### config.mk
export PLATFORM = sky130hd
export DESIGN_NAME = mux_arb
export DESIGN_NICKNAME = d
export VERILOG_FILES = /design/src/rtl/mux_arb.sv
export SDC_FILE = /design/constraint.sdc
export NUM_CORES = 1
export LEC_CHECK = 0
export ABC_CLOCK_PERIOD_IN_PS = 2300
export CELL_PAD_IN_SITES_DETAIL_PLACEMENT = 1
export CELL_PAD_IN_SITES_GLOBAL_PLACEMENT = 1
export CORE_MARGIN = 2
export CORE_UTILIZATION = 30
export CTS_CLUSTER_DIAMETER = 100
export DETAILED_ROUTE_END_ITERATION = 6
export PLACE_DENSITY = 0.79
export SYNTH_ARGS = -nofsm -noshare
export SYNTH_HDL_FRONTEND = slang
export SYNTH_SLANG_ARGS = --single-unit
### constraint.sdc
create_clock -name clk -period 2.3 [get_ports clk]
set_input_delay 0.69 -clock clk [delete_from_list [all_inputs] [get_ports clk]]
set_output_delay 0.69 -clock clk [all_outputs]
set_load 0.03 [all_outputs]
### src/rtl/mux_arb.sv
// Round-robin arbiter/sequencer for a shared N-input mux with a registered one-hot select.
// Define MUX_ARB_PKT_LOCK_EN to hold grants for whole packets (capped at MAX_BURST beats).
module mux_arb #(
  parameter int N         = 4,
  parameter int MAX_BURST = 16
) (
  input  logic                 clk,
  input  logic                 rst,
  input  logic [N-1:0]         i_req_vld,
  input  logic [N-1:0]         i_req_last,
  output logic [N-1:0]         o_req_rdy,
  output logic [N-1:0]         o_sel,
  output logic [$clog2(N)-1:0] o_sel_enc,
  output logic                 o_vld,
  input  logic                 i_rdy
);

  localparam int W = $clog2(N);

  typedef enum logic {
    IDLE  = 1'b0,
    GRANT = 1'b1
  } state_t;

  state_t         state_q, state_d;
  logic [N-1:0]   sel_q, sel_d;
  logic [W-1:0]   enc_q, enc_d;
  logic [W-1:0]   ptr_q, ptr_d;
  logic [W-1:0]   ptr_nxt;
  logic [W-1:0]   arb_ptr;
  logic [W:0]     arb_res;
  logic           arb_found;
  logic [W-1:0]   arb_idx;
  logic           xfer;
  logic           rel;

  // First valid index at or after ptr, wrapping modulo N; {found, index}.
  function automatic logic [W:0] rr_pick(input logic [N-1:0] vld, input logic [W-1:0] ptr);
    logic [W:0]   r;
    logic [W-1:0] idx_w;
    int           idx;
    r = '0;
    for (int k = N - 1; k >= 0; k--) begin
      idx   = (int'(ptr) + k) % N;
      idx_w = W'(idx);
      if (vld[idx_w]) r = {1'b1, idx_w};
    end
    return r;
  endfunction

  assign o_sel     = sel_q;
  assign o_sel_enc = enc_q;
  assign o_vld     = |(sel_q & i_req_vld);
  assign o_req_rdy = sel_q & {N{i_rdy}};
  assign xfer      = (state_q == GRANT) & o_vld & i_rdy;

  assign ptr_nxt   = (enc_q == W'(N - 1)) ? '0 : enc_q + 1'b1;
  // From IDLE arbitrate on the stored pointer; on release the just-served index drops to lowest priority.
  assign arb_ptr   = (state_q == GRANT) ? ptr_nxt : ptr_q;
  assign arb_res   = rr_pick(i_req_vld, arb_ptr);
  assign arb_found = arb_res[W];
  assign arb_idx   = arb_res[W-1:0];

`ifdef MUX_ARB_PKT_LOCK_EN
  localparam int CW = (MAX_BURST > 1) ? $clog2(MAX_BURST) : 1;
  logic [CW-1:0] cnt_q, cnt_d;

  assign rel = xfer & ((|(sel_q & i_req_last)) | (cnt_q == CW'(MAX_BURST - 1)));
`else
  logic unused_cfg;

  assign unused_cfg = (^i_req_last) ^ (MAX_BURST > 256);
  assign rel        = xfer;
`endif

  always_comb begin
    state_d = state_q;
    sel_d   = sel_q;
    enc_d   = enc_q;
    ptr_d   = ptr_q;
`ifdef MUX_ARB_PKT_LOCK_EN
    cnt_d   = cnt_q;
`endif
    case (state_q)
      IDLE: begin
        if (arb_found) begin
          state_d = GRANT;
          sel_d   = {{(N-1){1'b0}}, 1'b1} << arb_idx;
          enc_d   = arb_idx;
`ifdef MUX_ARB_PKT_LOCK_EN
          cnt_d   = '0;
`endif
        end
      end
      GRANT: begin
        if (rel) begin
          ptr_d = ptr_nxt;
`ifdef MUX_ARB_PKT_LOCK_EN
          cnt_d = '0;
`endif
          if (arb_found) begin
            sel_d = {{(N-1){1'b0}}, 1'b1} << arb_idx;
            enc_d = arb_idx;
          end else begin
            state_d = IDLE;
            sel_d   = '0;
            enc_d   = '0;
          end
        end
`ifdef MUX_ARB_PKT_LOCK_EN
        else if (xfer) begin
          cnt_d = cnt_q + 1'b1;
        end
`endif
      end
      default: begin
        state_d = IDLE;
        sel_d   = '0;
        enc_d   = '0;
      end
    endcase
  end

  always_ff @(posedge clk) begin
    if (rst) begin
      state_q <= IDLE;
      sel_q   <= '0;
      enc_q   <= '0;
      ptr_q   <= '0;
`ifdef MUX_ARB_PKT_LOCK_EN
      cnt_q   <= '0;
`endif
    end else begin
      state_q <= state_d;
      sel_q   <= sel_d;
      enc_q   <= enc_d;
      ptr_q   <= ptr_d;
`ifdef MUX_ARB_PKT_LOCK_EN
      cnt_q   <= cnt_d;
`endif
    end
  end

endmodule

* Word-level counts from Yosys, hierarchy flattened
Index checks and enable logic that the tools add are counted.
** Cells by class
- Mux-type cells :: 25
- Div/mod/pow operators :: 0
- Reductions and logical operators :: 3
- $add $sub $neg :: 4
- Eq/ne operators :: 3
- Bitwise operators :: 5
- $mul :: 0
- Shift operators :: 1
- Order comparisons :: 4
** Operators with widths (count)
- less-than comparator 2 x 3 -> 1 bit (second input constant) :: 4
- 2-to-1 mux 3 bit :: 4
- 2-to-1 mux 4 bit :: 3
- 2-to-1 mux 2 bit :: 5
- AND 4 bit :: 2
- binary-select mux 1 bit (select 2 bit) :: 4
- case mux 4 bit (2 select lines) :: 1
- 2-to-1 mux 1 bit :: 6
- adder 2 x 1 -> 2 bit (second input constant) :: 2
- adder 2 bit (second input constant) :: 2
- case mux 2 bit (2 select lines) :: 1
- AND reduction 2 bit :: 2
- OR reduction 4 bit :: 1
- << shifter 1 x 2 -> 4 bit (first input constant) :: 1
- AND 1 bit :: 2
- == test 2 bit (second input constant) :: 1
- inequality test 2 x 1 -> 1 bit (second input constant) :: 1
- inequality test 2 bit (second input constant) :: 1
- case mux 1 bit (2 select lines) :: 1
- inverter 1 bit :: 1
** Word-level totals
- Register bits after elaboration :: 9
- Memories kept :: 0
- Output and inout bits :: 11
- RAM bits :: 0
- Bits in read-only memories :: 0
- Input port bits :: 11
- Word-level logic and storage cells :: 49
- Latch bits :: 0

* Depth between registers and ports, before layout
- Depth in word-level cells :: 14
- Depth in mapped cells :: 6
- Gate-level depth less buffers :: 6

* Worst setup path after synthesis
OpenSTA, ideal clock, no wires.
- Kind :: reg2reg
- Start point :: register enc_q[0], in the netlist o_sel_enc[0]
- End point :: register sel_q[1], in the netlist o_sel[1]
- Arrival time :: 1750 ps
- Required time :: 2208 ps
- Library setup time :: 92 ps
- Setup slack :: 458 ps
- Clock period less this slack :: 1842 ps
- Buffers on the path :: 0
- Stages on the path, launching flop included :: 7
- Path through :: dfxtp_1 ha_1 mux2_4 mux2i_1 o2111a_2 nand2_2 o32ai_1
** On the way
- Longest elaborated chain between the ends :: 14
- Elaborated cells between the ends (all ways) :: 26
- Those cells by class :: 4 x add/sub; 2 x eq/ne; 1 x shift; 18 x mux; 1 x reduce/logical
** RTL lines
- start: declaration :: line 27 : logic [W-1:0] enc_q, enc_d;
- start signal: assignment :: line 136 : enc_q <= enc_d;
- adder 2 x 1 -> 2 bit or == test 2 bit (tied branches) :: line 57 : assign ptr_nxt = (enc_q == W'(N - 1)) ? '0 : enc_q + 1'b1;
- 2-to-1 mux 2 bit (*) :: line 57
- via ptr_nxt[1] :: line 29 : logic [W-1:0] ptr_nxt;
- 2-to-1 mux 2 bit (*) :: line 59 : assign arb_ptr = (state_q == GRANT) ? ptr_nxt : ptr_q;
- adder 2 bit :: line 44 : idx = (int'(ptr) + k) % N;
- binary-select mux 1 bit (select 2 bit) :: line 46 : if (vld[idx_w]) r = {1'b1, idx_w};
- 2-to-1 mux 1 bit (implied by the code) :: line 46
- 2-to-1 mux 3 bit (3 in a row) :: line 46
- 2-to-1 mux 3 bit (*) :: line 46
- << shifter 1 x 2 -> 4 bit :: line 88, 102
- 2-to-1 mux 4 bit :: line 101 : if (arb_found) begin
- 2-to-1 mux 4 bit :: line 96 : if (rel) begin
- case mux 4 bit (2 select lines) :: line 84 : case (state_q)
- end signal: assignment :: line 135 : sel_q <= sel_d;
- end: declaration :: line 26 : logic [N-1:0] sel_q, sel_d;
Mark *: on every way through the listed nets, which the timed path passes. The rest lies on a longest branch. The select of a mux whose other input is x is not followed.
A chain may end at the register's enable or synchronous reset.

* Final worst setup path
- Start point :: input port i_req_vld[1]
- End point :: output port o_vld
** On the way
- Longest elaborated chain between the ends :: 2
** RTL lines
- start: declaration :: line 9 : input logic [N-1:0] i_req_vld,
- AND 4 bit :: line 53 : assign o_vld = |(sel_q & i_req_vld);
- OR reduction 4 bit :: line 53
- end: declaration :: line 14 : output logic o_vld,
Every way passes these cells.

==> reports/qor.yml <==
ios: 22
critPathLaunchType: "input pin"
period_share_pct: 99.4
cts_tree: "built"
cts_root_buffer: "clkbuf_4"
place_area_um2: 800
nets: 103
maxSlewHeadroom_pct: 73.1
async_flop_share_pct: 0
min_period_ns: 2.29
seq_area_frac_synth_pct: 31.4
clock_latency_ns: 0.26
outcome: "finished, final reports clean"
synth.most_common_cell: "dfxtp_1"
clk_path_buf_depth: 2
cts.reportedPaths.clkPinSlew_ns: 0.06
grt_max_degree: 14
ys_seq_elements: 9
worstPathRequired_ns: 1.61
synth_flop_cell: "dfxtp_1"
hpwl_mm: 1.28
hold_viol_final: 0
cts_buffers: 3
vias: 576
first_global_vias: 573
core_area_um2: 1760
crit_type: "in2out"
drive_above_1_share_pct: 30.0
port_buffers: 17
maxCapViolations: 0
worstPathMaxFanout: 2
final_max_slew_viol_count: 0
gr-total-overflow: 0
ys_types: 28
die_y_um: 47.7
ys_warn_count: 0
synth_top_area_share_pct: 31.4
seq_area_um2: 180
synth_area_um2: 573
p_leak_nw: 0.343
reg2reg_to: "o_sel[3]$_SDFFE_PP0P_"
multi_input_area_um2: 388
avgViaCountPerCell: 5.01
synth.avg_cell_area_um2: 9.24
vdd_ir_drop_max_mv: 0.334
yosysTopAreaCell: "dfxtp_1"
setup_ws_ns: 0.0131
grt_first_pass_wirelength_mm: 2.52
syn_to_final_growth_pct: 48.9
holdWs_ns: 0.492
dp_slack_ns: -0.0443
cts_max_level: 1
fp.dieW_um: 47.7
remaining_drc_errors: 0
finalPower_mw: 0.473
skew_ns: 0.00849
rrSetupSlack_ns: 0.45
r2r_start: "o_sel_enc[0]$_SDFFE_PP0P_"
setup_tns_ns: 0
fp-row-count: 15
max_freq_mhz: 437
antenna_found_initial: 0
arrival_ns: 1.60
min_path_cells: 2
synth_area_leaders: "dfxtp_1, nand2b_1, mux2i_1, o32ai_1, a21oi_1"
cts-hold-fix-buffers: 0
postSynthCellCount: 62
rr_worst_depth: 6
min_to: "ptr_q[0]$_SDFFE_PP0P_"
drt-initial-drc-count: 16
synth_commonest_cells: "dfxtp_1, nand2b_1, a21oi_1, and2_1, nand2_1"
wl_per_cell_um: 13.9
synth_edf_count: 0
n_fill_cell: 221
n_antenna_cell: 0
p_per_area_nw_per_um2: 554
drt_wl_total_mm: 1.59
gp_congestion: 0.763
die-area_um2: 2280
endpoint_kind: "output pin"
hp-class: "reg2reg"
tightest_slew_ns: 0.402
setup_viol: 0
min_from: "ptr_q[0]$_SDFFE_PP0P_"
first_pass_iters: 3
synth_nets: 74
ant_nets: 0
fin_area_um2: 853
grt_use_total_pct: 16.4
cts_sinks: 9
start_util_pct: 32.5
[worst max-delay path: stages]
cell and delay (ns):
clkdlybuf4s50_1 0.44, a22oi_2 0.20, nand2_1 0.10, buf_4 0.18
[per-layer routing]
metal | track usage [%] | wire length (um) | up-vias
li1 | - | - | 290
met1 | 20.7 | 710 | 277
met2 | 27.2 | 829 | 7
met3 | 1.13 | 40 | 2
met4 | 9.73 | 14 | 0
met5 | 0 | 0 | -
[repair_timing]
action                     4_1_cts  5_1_grt
setup endpoints to repair        1        1
pin swaps                        2        2
buffers inserted                 0        2
resized for setup                2        1
[kinds of logic (layout without fill, tap and decap cells)]
logic type | after synthesis | after routing | synth area share [%]
simple gates | 31 | 31 | 33.2
compound gates | 15 | 15 | 22.7
buf+inv | 2 | 30 | 2.62
mux | 4 | 4 | 7.86
flops | 9 | 9 | 31.4
fa+ha+maj | 1 | 1 | 2.18
[through the flow]
| step | cells | util, % |
|---|---|---|
| after floorplan | 62 | - |
| after global placement | 109 | 45.3 |
| after detailed placement | 109 | 45.3 |
| after CTS | 113 | 47.4 |
| after global routing | 115 | 48.4 |
| final | 115 | 48.4 |
[area by class of cell]
class	instances	area share, %
flip-flops and latches	9	21.1
clock buffers	4	3.08
repair buffers	26	26.7
multi-input cells	51	45.5
well taps	25	3.67
[cells in the final DEF (no fill, tap or decap), drive strengths merged]
cell and count:
a21bo 1, a21oi 6, a22o 1, a22oi 2
and2 4, and3 1, buf 14, clkbuf 4
clkdlybuf4s50 11, dfxtp 9, dlymetal6s2s 1, ha 1
mux2 1, mux2i 3, nand2 5, nand2b 9
nand3 2, nand4 3, nor2 2, nor2b 2
nor4 1, o2111a 1, o32ai 4, or3 1
or3b 1
[registers in the layout, summed over array words and instances (netlist names)]
name       cells
o_sel          4
o_sel_enc      2
ptr_q          2
state_q        1
[how the worst max path moves through the flow]
stage | start | to | cells after the start
final | i_req_vld[1] | o_vld | 4
after global routing | i_req_vld[1] | o_vld | 4
after CTS | i_req_vld[0] | o_vld | 4
after detailed placement | i_req_vld[0] | o_vld | 4
after global placement | i_req_vld[0] | o_vld | 4
after floorplan | o_sel_enc[0]$_SDFFE_PP0P_ | o_sel[1]$_SDFFE_PP0P_ | 6
[power breakdown]
group / internal (mW) / switching [mW]
logic: 0.0838 / 0.0866
clock network: 0.0668 / 0.0553
registers: 0.167 / 0.0138
Note: power is estimated with default switching activity, not from simulation.
